`src/rtl/bcd_display_scan_if.sv`:
```
// Bus between the BCD counter chain and the seven-segment scanner.
// The counter side (master) supplies the packed digits and the load strobe;
// the scanner side (slave) returns the segment/anode drive and status flags.
interface bcd_display_scan_if #(
   parameter int DIGITS = 4
);
   logic [4*DIGITS-1:0] bcd_in;
   logic                load;
   logic [6:0]          seg;
   logic [DIGITS-1:0]   an;
   logic                frame_tick;
   logic                pending;

   modport master (
      output bcd_in, load,
      input  seg, an, frame_tick, pending
   );

   modport slave (
      input  bcd_in, load,
      output seg, an, frame_tick, pending
   );
endinterface

```
`src/rtl/bcd_display_scan.sv`:
```
// Multiplexed seven-segment driver for a packed BCD word.
// New values are captured into a shadow register on 'load' and only copied to
// the displayed register at a frame wrap, so a frame never mixes old and new
// digits. Each digit is lit for PRESCALE clocks; anodes are one-hot active low.
// Optional feature: define LEADING_ZERO_BLANK_EN to blank leading zero digits
// (digit 0 is always shown).
module bcd_display_scan #(
   parameter int DIGITS   = 4,
   parameter int PRESCALE = 16
) (
   input  logic              clk,
   input  logic              rst_n,
   bcd_display_scan_if.slave bus
);
   localparam int W     = 4 * DIGITS;
   localparam int PS_W  = (PRESCALE > 1) ? $clog2(PRESCALE) : 1;
   localparam int IDX_W = (DIGITS > 1) ? $clog2(DIGITS) : 1;
   localparam logic [PS_W-1:0]  PS_LAST  = PS_W'(PRESCALE - 1);
   localparam logic [IDX_W-1:0] IDX_LAST = IDX_W'(DIGITS - 1);

   logic [PS_W-1:0]   prescaler;
   logic [IDX_W-1:0]  idx;
   logic [IDX_W-1:0]  idx_next;
   logic [W-1:0]      disp;
   logic [W-1:0]      disp_next;
   logic [W-1:0]      shadow;
   logic              pending_q;
   logic              tick;
   logic              wrap;
   logic [3:0]        digit_next;
   logic              blank_next;
   logic [DIGITS-1:0] an_next;
   logic [6:0]        seg_q;
   logic [DIGITS-1:0] an_q;
   logic              frame_tick_q;

   function automatic logic [6:0] decode(input logic [3:0] v);
      logic [6:0] p;
      case (v)
         4'd0:    p = 7'h3F;
         4'd1:    p = 7'h06;
         4'd2:    p = 7'h5B;
         4'd3:    p = 7'h4F;
         4'd4:    p = 7'h66;
         4'd5:    p = 7'h6D;
         4'd6:    p = 7'h7D;
         4'd7:    p = 7'h07;
         4'd8:    p = 7'h7F;
         4'd9:    p = 7'h6F;
         default: p = 7'h40;
      endcase
      return p;
   endfunction

   // Scan timing: tick ends each digit slot, wrap is the tick that closes a frame;
   // the value committed at a wrap is what digit 0 of the new frame decodes
   always_comb begin
      tick      = (prescaler == PS_LAST);
      wrap      = tick && (idx == IDX_LAST);
      idx_next  = (idx == IDX_LAST) ? '0 : idx + 1'b1;
      disp_next = (wrap && pending_q) ? shadow : disp;
   end

   // Select the digit that becomes visible after the next tick and its anode pattern
   always_comb begin
      digit_next = '0;
      an_next    = '1;
      for (int k = 0; k < DIGITS; k++) begin
         if (idx_next == IDX_W'(k)) begin
            digit_next = disp_next[4*k +: 4];
            an_next[k] = 1'b0;
         end
      end
   end

`ifdef LEADING_ZERO_BLANK_EN
   // A digit above digit 0 is blanked when it and every digit above it are zero
   always_comb begin
      logic all_zero;
      all_zero   = 1'b1;
      blank_next = 1'b0;
      for (int k = DIGITS - 1; k >= 1; k--) begin
         all_zero = all_zero && (disp_next[4*k +: 4] == 4'd0);
         if (idx_next == IDX_W'(k)) begin
            blank_next = all_zero;
         end
      end
   end
`else
   assign blank_next = 1'b0;
`endif

   // Prescaler free-runs, wrapping so a tick occurs once every PRESCALE clocks
   always_ff @(posedge clk or negedge rst_n) begin
      if (!rst_n) begin
         prescaler <= '0;
      end else begin
         prescaler <= tick ? '0 : prescaler + 1'b1;
      end
   end

   // Scan position and registered segment/anode drive change only on ticks
   always_ff @(posedge clk or negedge rst_n) begin
      if (!rst_n) begin
         idx   <= IDX_LAST;
         an_q  <= '1;
         seg_q <= '0;
      end else if (tick) begin
         idx   <= idx_next;
         an_q  <= an_next;
         seg_q <= blank_next ? 7'h00 : decode(digit_next);
      end
   end

   // One-cycle frame marker, high while digit 0 of the new frame is first shown
   always_ff @(posedge clk or negedge rst_n) begin
      if (!rst_n) begin
         frame_tick_q <= 1'b0;
      end else begin
         frame_tick_q <= wrap;
      end
   end

   // Double buffer: loads land in shadow, the displayed copy follows only at a wrap;
   // a load coinciding with a wrap commits the old shadow and stays pending itself
   always_ff @(posedge clk or negedge rst_n) begin
      if (!rst_n) begin
         disp      <= '0;
         shadow    <= '0;
         pending_q <= 1'b0;
      end else begin
         disp <= disp_next;
         if (bus.load) begin
            shadow    <= bus.bcd_in;
            pending_q <= 1'b1;
         end else if (wrap) begin
            pending_q <= 1'b0;
         end
      end
   end

   assign bus.seg        = seg_q;
   assign bus.an         = an_q;
   assign bus.frame_tick = frame_tick_q;
   assign bus.pending    = pending_q;
endmodule
```
`src/flat_wrapper.sv`:
```
// flat-port wrapper written by rule: the top's interface ports become plain ports
module bcd_display_scan_flat 
#(
   parameter int DIGITS   = 4,
   parameter int PRESCALE = 16
)
  (clk, rst_n, bus_bcd_in, bus_load, bus_seg, bus_an, bus_frame_tick, bus_pending);
  bcd_display_scan_if #(.DIGITS(DIGITS)) bus_i ();
  input  logic clk;
  input  logic rst_n;
  input wire logic [$bits(bus_i.bcd_in)-1:0] bus_bcd_in;
  input wire logic [$bits(bus_i.load)-1:0] bus_load;
  output wire logic [$bits(bus_i.seg)-1:0] bus_seg;
  output wire logic [$bits(bus_i.an)-1:0] bus_an;
  output wire logic [$bits(bus_i.frame_tick)-1:0] bus_frame_tick;
  output wire logic [$bits(bus_i.pending)-1:0] bus_pending;
  assign bus_i.bcd_in = bus_bcd_in;
  assign bus_i.load = bus_load;
  assign bus_seg = bus_i.seg;
  assign bus_an = bus_i.an;
  assign bus_frame_tick = bus_i.frame_tick;
  assign bus_pending = bus_i.pending;
  bcd_display_scan #(.DIGITS(DIGITS), .PRESCALE(PRESCALE)) u_core (.clk(clk), .rst_n(rst_n), .bus(bus_i));
endmodule
```
`config.mk`:
```
export PLATFORM = sky130hd
export DESIGN_NAME = bcd_display_scan_flat
export DESIGN_NICKNAME = d
export VERILOG_FILES = /design/src/rtl/bcd_display_scan_if.sv /design/src/rtl/bcd_display_scan.sv /design/src/flat_wrapper.sv
export SDC_FILE = /design/constraint.sdc
export NUM_CORES = 1
export LEC_CHECK = 0
export BUFFER_PORTS_ARGS = -buffer_cell sky130_fd_sc_hd__clkbuf_2
export CORE_MARGIN = 8
export CORE_UTILIZATION = 52
export CTS_CLUSTER_SIZE = 20
export DETAILED_ROUTE_END_ITERATION = 8
export GPL_TIMING_DRIVEN = 0
export PLACE_DENSITY = 0.76
export SLEW_MARGIN = 20
export SYNTH_ARGS = -nofsm -noshare
export SYNTH_HDL_FRONTEND = slang
export SYNTH_SLANG_ARGS = --single-unit
```
`constraint.sdc`:
```
create_clock -name clk -period 3.08 [get_ports clk]
set_clock_uncertainty 0.1 [all_clocks]
set_input_delay 0.154 -clock clk [delete_from_list [all_inputs] [get_ports clk]]
set_output_delay 0.154 -clock clk [all_outputs]
set_load 0.005 [all_outputs]
```
==> results.txt, run 1 <==
The run finished with clean final reports. The setup path with the least slack is of type reg2reg. The pre-antenna-repair detailed-routing pass consisted of 4 iterations.

Counting every sink on the clock net gives 51. The tools report the total global routing overflow as 0. Walking the worst path, the cells encountered are ha_4 > and4_4 > buf_6 > and2_4 > mux2_4 > o2bb2ai_1 > o21ai_2 > mux2i_2 > ha_1 > a31oi_1 > a211oi_1 > o31ai_1. Summed over all nets, the half-perimeter wirelength after detailed placement is 3.678 mm. The run gives 116 as the number of violations reported at the end of detailed-routing iteration 0. The most common library cell in the layout ignoring fill and taps is sky130_fd_sc_hd__dfrtp_1. The number of buffers on the longest clock path is 2. Summing the areas of all xor and xnor instances in the mapped netlist gives 0.3445% of the synthesized area. The unique cell type count in the Yosys netlist was 50. The core region is 0.004723 mm². Once layout is complete, the utilization of the core stands at 66.33%.

After technology mapping, the gate count stands at 222. In this run the tool buffered the top-level ports with 30 buffer cells. Per-instance average area after synthesis: 11.45 µm². Nature of the critical path endpoint: a flop. Adder-cell area share of the yosys netlist: 5.413%. The count of boundary I/O pins is 32. The worst hold path belongs to the class in2reg.

The tools report the clock latency on the worst-skew pair as 0.31 ns. TritonCTS built the clock tree. The register clock-pin slew on the reported worst setup and hold paths works out to 0.09 ns. Among all stages on the critical path, the largest delay is contributed by sky130_fd_sc_hd__dfstp_2.

In the synthesized netlist the dominant register cell turns out to be sky130_fd_sc_hd__dfrtp_1. The tool flagged a number of max-cap violations equal to 0. The number of register bits inferred by synthesis is 51. The number of nets in the layout is 309, and the height of the chip is 85.93 µm. The number of warning messages in the yosys log was 0; the aggregate global-route resource usage was 15.78%. Entering global routing, the biggest net connects 52 pins. At the worst endpoint, the required time is 3.19 ns. From left edge to right edge, the die measures 85.93 µm. The synthesized design contains 0 enable-type register cells. Cell area after technology mapping: 0.002542 mm². After detailed routing, the number of remaining DRC violations is 0. Among cell families on the critical path, the largest total delay comes from compound AO/OA/AOI/OAI gates.

After routing the design area is 0.003133 mm². The analysis attributes to cell leakage a power of 0.001532 µW. For the number of max-slew violations in the final report, the log shows 0. The buffer type at the clock tree root is sky130_fd_sc_hd__clkbuf_8. Areal power density over the cells: 379.1 mW/mm². The detailed-route wire length per cell is 15.68 µm.

The run gives 25 as the number of cell rows. The clock period minus worst slack came out at 2.975 ns. Worst-margin pin slew: 0.6852 ns. OpenSTA, run right after detailed placement, puts the worst setup slack at -0.3858 ns.

In the synthesized netlist, mux cells make up 16.54% of the area. IR analysis of the VDD net gives a maximum drop of 0.2580 mV. The layout has 354 filler cells. The combinational family with the most area after synthesis is multiplexers.

The proportion of layout cells with a drive suffix above 1 is 32.86%. The number of global-route vias before repair is 1,942. The initial core utilization is 53.83%.

The critical path launch point type is a flop. Summing the areas of all compound-gate instances in the mapped netlist gives 12.06% of the synthesized area. The total via count in the routed design was 1,904.

After detailed placement, the total cell area comes to 0.002779 mm². Of all nets on the critical path, the largest fanout is 8. Setup slack on the critical path of the routed design comes to 0.1046 ns. Clock tree synthesis inserted a total of 5 buffers. For this run, the slowest stage of the critical path takes 0.58 ns. The first global-routing pass estimated 9.397 mm of wire. The portion of the clock cycle consumed by the worst path in the final layout is 96.61%, and the number of hold violations in the final report is 0. Static timing analysis puts the maximum clock frequency at 336.1 MHz. Of the synthesized area, sequential elements account for 50.49%.

The number of antenna violations at the first check in global routing is 0. From synthesis to final layout, the design area changed by 23.23%. In the layout the commonest cells are sky130_fd_sc_hd__dfrtp_1 (45), sky130_fd_sc_hd__clkbuf_2 (29), sky130_fd_sc_hd__mux2_2 (28).

The die covers 0.007383 mm². The synthesized netlist devotes 10.88% of its cell area to simple gates. Headroom to the max-slew limit came out at 54.32%.

Per-cell via count in the routed design: 5.471. At the end of routability-driven placement, the weighted congestion stood at 0.8317. For the critical path data arrival time, the log shows 3.09 ns.

The post-synth net total is 252, and the number of endpoints failing setup at the final stage is 0. The run gives 0 ns as the total negative setup slack. The H-tree was split into 2 levels. After synthesis, the share of flip-flops with an asynchronous set or reset is 100.0%. The number of buffer and inverter stages on the critical path works out to 1.

The count of antenna-violating nets left after detailed routing is 0, and the routed wire length is 5.455 mm.
==> power breakdown <==
part | switching (µW) | internal (µW)
Clock | 226 | 184
Sequential | 15.5 | 690
Combinational | 29.4 | 42.8
Total | 271 | 917
==> logic make-up (layout without fill, tap and decap cells) <==
| kind of cell | count (synthesis) | in the layout |
|---|---|---|
| compound gates | 43 | 43 |
| xor+xnor | 1 | 1 |
| fa+ha+maj | 11 | 11 |
| buf+inv | 24 | 82 |
| flops | 51 | 51 |
| mux | 38 | 38 |
| other cells | 0 | 1 |
| simple gates | 54 | 54 |
==> synth_stat cells (all sizes together), types with 2 or more instances <==
library cell	number	area share, %
inv	14	2.1
a221o	3	1.2
a211oi	2	0.59
and2	2	0.59
dfrtp	45	44
and3	2	0.49
nor3	2	0.39
a221oi	3	1.0
o31ai	4	1.2
o21ai	13	2.6
ha	11	5.4
nand2	25	3.8
a31oi	2	0.49
a21oi	4	0.79
nor4bb	2	0.79
mux2i	9	3.5
nor2	8	1.2
nand3	3	0.59
dfstp	6	6.2
and4	2	0.79
clkbuf	7	1.0
buf	3	1.2
mux2	29	13
==> flip-flops by register name (all words and copies together), names as in the netlist <==
| register | cells |
|---|---|
| u_core.bus.an | 4 |
| u_core.bus.frame_tick | 1 |
| u_core.bus.pending | 1 |
| u_core.bus.seg | 7 |
| u_core.disp | 16 |
| u_core.idx | 2 |
| u_core.prescaler | 4 |
| u_core.shadow | 16 |
==> metal layers <==
layer	vias to the layer above	track usage (%)	share of wire (%)
met1	937	19.85	44
met3	9	3.820	4.5
met4	0	6.210	1.6
met5	-	0	0
li1	905	-	-
met2	53	25.33	50
==> cell type report <==
| cell class | count | area [µm²] | area share, % |
|---|---|---|---|
| timing repair buffer | 51 | 352.8 | 11.26 |
| tap | 67 | 83.83 | 2.676 |
| sequential | 51 | 1284 | 40.97 |
| clock inverter | 2 | 16.27 | 0.5192 |
| multi-input combinational | 147 | 1214 | 38.74 |
| buffer | 9 | 45.04 | 1.438 |
| inverter | 14 | 52.55 | 1.677 |
| antenna | 1 | 2.502 | 0.07987 |
| clock buffer | 6 | 82.58 | 2.636 |
==> path summary, 6_finish.rpt <==
kind / from / end / slack [ns] / depth (start not counted)
max in group asynchronous: rst_n / u_core.bus.seg[4] / 2.08 / 2
setup / recovery: u_core.idx[0] / u_core.bus.seg[5] / 0.10 / 12
setup reg to reg: u_core.idx[0] / u_core.bus.seg[5] / 0.10 / 12
min in group asynchronous: rst_n / u_core.bus.seg[3] / 0.34 / 2
hold reg to reg: u_core.bus.an[0] / u_core.bus.an[0] / 0.39 / 2
hold / removal: bus_load / u_core.shadow[4] / 0.29 / 2
==> stage by stage <==
step	std cells	hold slack (ns)	power, µW
6_report	348	0.2862	1188
5_1_grt	347	0.3098	1235
4_1_cts	344	0.2735	1201
3_5_place_dp	319	0.1614	775.3
3_3_place_gp	319	0.2714	772.4
2_1_floorplan	222	-0.2416	741.7
==> timing repair <==
action | in CTS | in global routing
hold endpoints to repair | 61 | 0
hold buffers | 17 | 0
setup buffers | 1 | 3
setup endpoints to repair | 6 | 5
resized for setup | 8 | 8
gates cloned | 0 | 0
pin swaps | 5 | 6
No activity file was read; power rests on OpenSTA's default activity.
==> run 2, diff against run 1 <==
--- a/config.mk
+++ b/config.mk
@@ -6,6 +6,7 @@
 export NUM_CORES = 1
 export LEC_CHECK = 0
 export BUFFER_PORTS_ARGS = -buffer_cell sky130_fd_sc_hd__clkbuf_2
+export CORE_ASPECT_RATIO = 1.2
 export CORE_MARGIN = 8
 export CORE_UTILIZATION = 52
 export CTS_CLUSTER_SIZE = 20
==> run 2 against run 1 <==
Effect of this change: sequential share of layout area rose by 0.15 points; setup slack improved by 0.023 ns; cell area fell by 0.36%; critical path depth did not move; die area rose by 0.12%; total power rose by 0.51%; largest cell class unchanged; highest routed layer unchanged.
==> results.txt, run 2 (synthesis gave the netlist of run 1 again) <==
The run finished with clean final reports. The number of global-route vias before repair was 1,883; the maximum number of pins on one net before global-route repair was 52. The worst setup path is captured at a flop. Leaving out fill and tap cells, the most frequent cell in the layout is sky130_fd_sc_hd__dfrtp_1.

Summed over all cells, the static leakage comes to 0.001526 µW. In this run the standard cell core region covers 0.004835 mm². Prior to clock tree synthesis, the placed netlist has a worst setup slack of -0.3616 ns. Setup repair after global routing could not meet its margin everywhere. The startpoint identified for the worst hold timing path is bus_load. Setup slack on the critical path of the routed design comes to 0.1271 ns. The cell sitting at the root of the clock tree is a sky130_fd_sc_hd__clkbuf_8.

Walking the worst path, the cells encountered are ha_4 > and4_4 > buf_6 > and2_4 > mux2_4 > o2bb2ai_1 > o21ai_2 > mux2i_2 > ha_2 > nor4_4 > a211oi_1 > o31ai_1. Endpoint of the worst hold path: u_core.shadow[8]. Along the worst hold path, the cell count comes to 2.

The areal power density over the cells is 382.4 mW/mm². Setup violations remaining at the end of the flow were counted as 0. For the number of hold violations in the final report, the log shows 0. The die covers 0.007392 mm². Cell area reported after detailed placement: 0.002770 mm². Capture point of the worst reg-to-reg path: u_core.bus.seg[3]. The maximum clock rate is 338.7 MHz, and the count of inserted antenna diode cells is 0. For flop-to-flop paths, the worst setup slack is 0.13 ns. STA classifies the critical path startpoint as a flop. For this block, the routed nets add up to 5.273 mm of wire.

The run gives 5 as the number of buffers inserted during clock tree synthesis. The final weighted congestion in routability-driven placement is 0.9009. The reported max-cap violation count was 0; the number of buffers on the longest clock path was 2. The reg-to-reg critical path startpoint was u_core.idx[0]. For the pin with the worst max-slew slack, the measured transition is 0.6529 ns. On the worst path, the slowest cell contributes a delay of 0.59 ns. Pin placement for this block handled 32 I/O pins. Global routing finished with a remaining overflow of 0. After detailed routing, the number of vias per cell comes to 5.465. The first global-routing pass estimated 8.790 mm of wire. The clock period minus worst slack is 2.953 ns.

Headroom to the max-slew limit came out at 56.47%. The total via count in the routed design is 1,858. The area growth from synthesis to final layout works out to 22.79%.

Across all hold checks on the routed design, the worst slack comes to 0.2815 ns. For this run, design rule violations remaining after detail routing come to 0. The path category of the worst min-delay check is in2reg. The final non-filler cell area was 0.003122 mm²; the proportion of layout cells with a drive suffix above 1 was 32.86%.

Fill cells in the final layout number 391. After routing, the total negative slack on setup checks comes to 0 ns. The height of the chip works out to 92.60 µm. TritonCTS built the clock tree. For the worst-skew pair, the clock arrives at the later sink with an insertion delay of 0.31 ns.

The number of cells traversed by the worst register-to-register path was 12; the number of max-slew violations in the final report was 0. The portion of the clock cycle consumed by the worst path in the final layout works out to 95.87%. In the layout the commonest cells are sky130_fd_sc_hd__dfrtp_1 (45), sky130_fd_sc_hd__clkbuf_2 (30), sky130_fd_sc_hd__mux2_2 (28).

The run gives 0 as the number of antenna violations at the first check in global routing. Once the floorplan was initialized, standard cells occupied 52.59% of the core. The number of port buffers is 30, and the number of nets in the layout is 309. The detailed router finished its first iteration with 98 violations. The detailed-route wire length per cell was 15.51 µm. Row generation in the floorplan step produced 28 rows. Summing internal, switching and leakage power gives 1194 µW. Of all nets on the critical path, the largest fanout is 8. For the maximum resistive drop on vdd, the log shows 0.3232 mV.

The length of the first detailed-routing pass in iterations is 4, and the clock sink count is 51. The tools report the count of antenna-violating nets left after detailed routing as 0. The required arrival time at the worst endpoint was 3.19 ns.

The slowest stage of the critical path belongs to the cell sky130_fd_sc_hd__dfstp_2. The die boundary width works out to 79.83 µm. For this run, the total global-route usage over all layers was measured as 14.94%. The startpoint-to-endpoint class of the critical path was reg2reg. The H-tree generated during clock tree synthesis spans 2 levels.

Clock-pin slew was measured on the worst setup and hold paths at 0.09 ns. STA puts the critical path data arrival time at 3.07 ns. Placed wire-length estimate: 3.709 mm.
-- run 2: cell types whose count changed in the layout (fill, tap and decap cells not counted), sizes merged --
cell    change
clkbuf      +1
clkinv      -1
diode       -1
-- run 2: worst max-delay path by stage --
stage	cells past startpoint	from	to
after floorplan	13	u_core.idx[0]	u_core.bus.seg[3]
after global placement	13	u_core.idx[0]	u_core.bus.seg[3]
after detailed placement	13	u_core.idx[0]	u_core.bus.seg[3]
after CTS	12	u_core.idx[0]	u_core.bus.seg[3]
after global routing	11	u_core.idx[0]	u_core.bus.seg[3]
final	12	u_core.idx[0]	u_core.bus.seg[3]
-- run 2: stage by stage --
| step | cells | util (%) |
|---|---|---|
| after floorplan | 222 | - |
| after global placement | 312 | 57.25 |
| after detailed placement | 312 | 57.30 |
| after CTS | 337 | 63.59 |
| after global routing | 340 | 64.57 |
| final | 340 | 64.57 |
-- run 2: per-layer routing --
| metal | share of wire (%) | track usage (%) | up-vias |
|---|---|---|---|
| met3 | 5.1 | 3.682 | 6 |
| met5 | 0 | 0 | - |
| li1 | - | - | 905 |
| met2 | 51 | 25.32 | 43 |
| met1 | 43 | 17.82 | 904 |
| met4 | 1.1 | 5.319 | 0 |
-- run 2: critical path: cells and delay by family, from the launching register on --
kind                       cells  cell delay (ns)
adders and majority gates      2             0.35
and+or+nand+nor                3             0.65
AOI/OAI and AO/OA              4             0.58
DFF                            1             0.59
buffers and inverters          1             0.13
muxes                          2             0.45
-- run 2: report_power, final --
group          switching, µW  leakage (µW)  internal, µW  total, µW
clock network            212     0.0000505           204        416
logic                   29.1      0.000861          42.8       71.9
registers               15.4      0.000615           690        706
total                    256       0.00153           938       1190
-- run 2: layout make-up --
| type | instances | area (µm²) | area share (%) |
|---|---|---|---|
| sequential | 51 | 1284 | 41.12 |
| multi-input combinational | 147 | 1207 | 38.68 |
| timing repair buffer | 51 | 352.8 | 11.30 |
| clock buffer | 7 | 96.34 | 3.086 |
| tap | 60 | 75.07 | 2.405 |
| inverter | 14 | 52.55 | 1.683 |
| buffer | 9 | 46.29 | 1.483 |
| clock inverter | 1 | 7.507 | 0.2405 |
-- run 2: repair_timing --
item / 4_1_cts / 5_1_grt
cloned: 0 / 0
gates resized for setup: 8 / 9
pin swaps: 5 / 3
endpoints found under the hold margin: 61 / 0
buffers inserted: 1 / 3
setup endpoints to repair: 5 / 5
hold buffers: 17 / 0
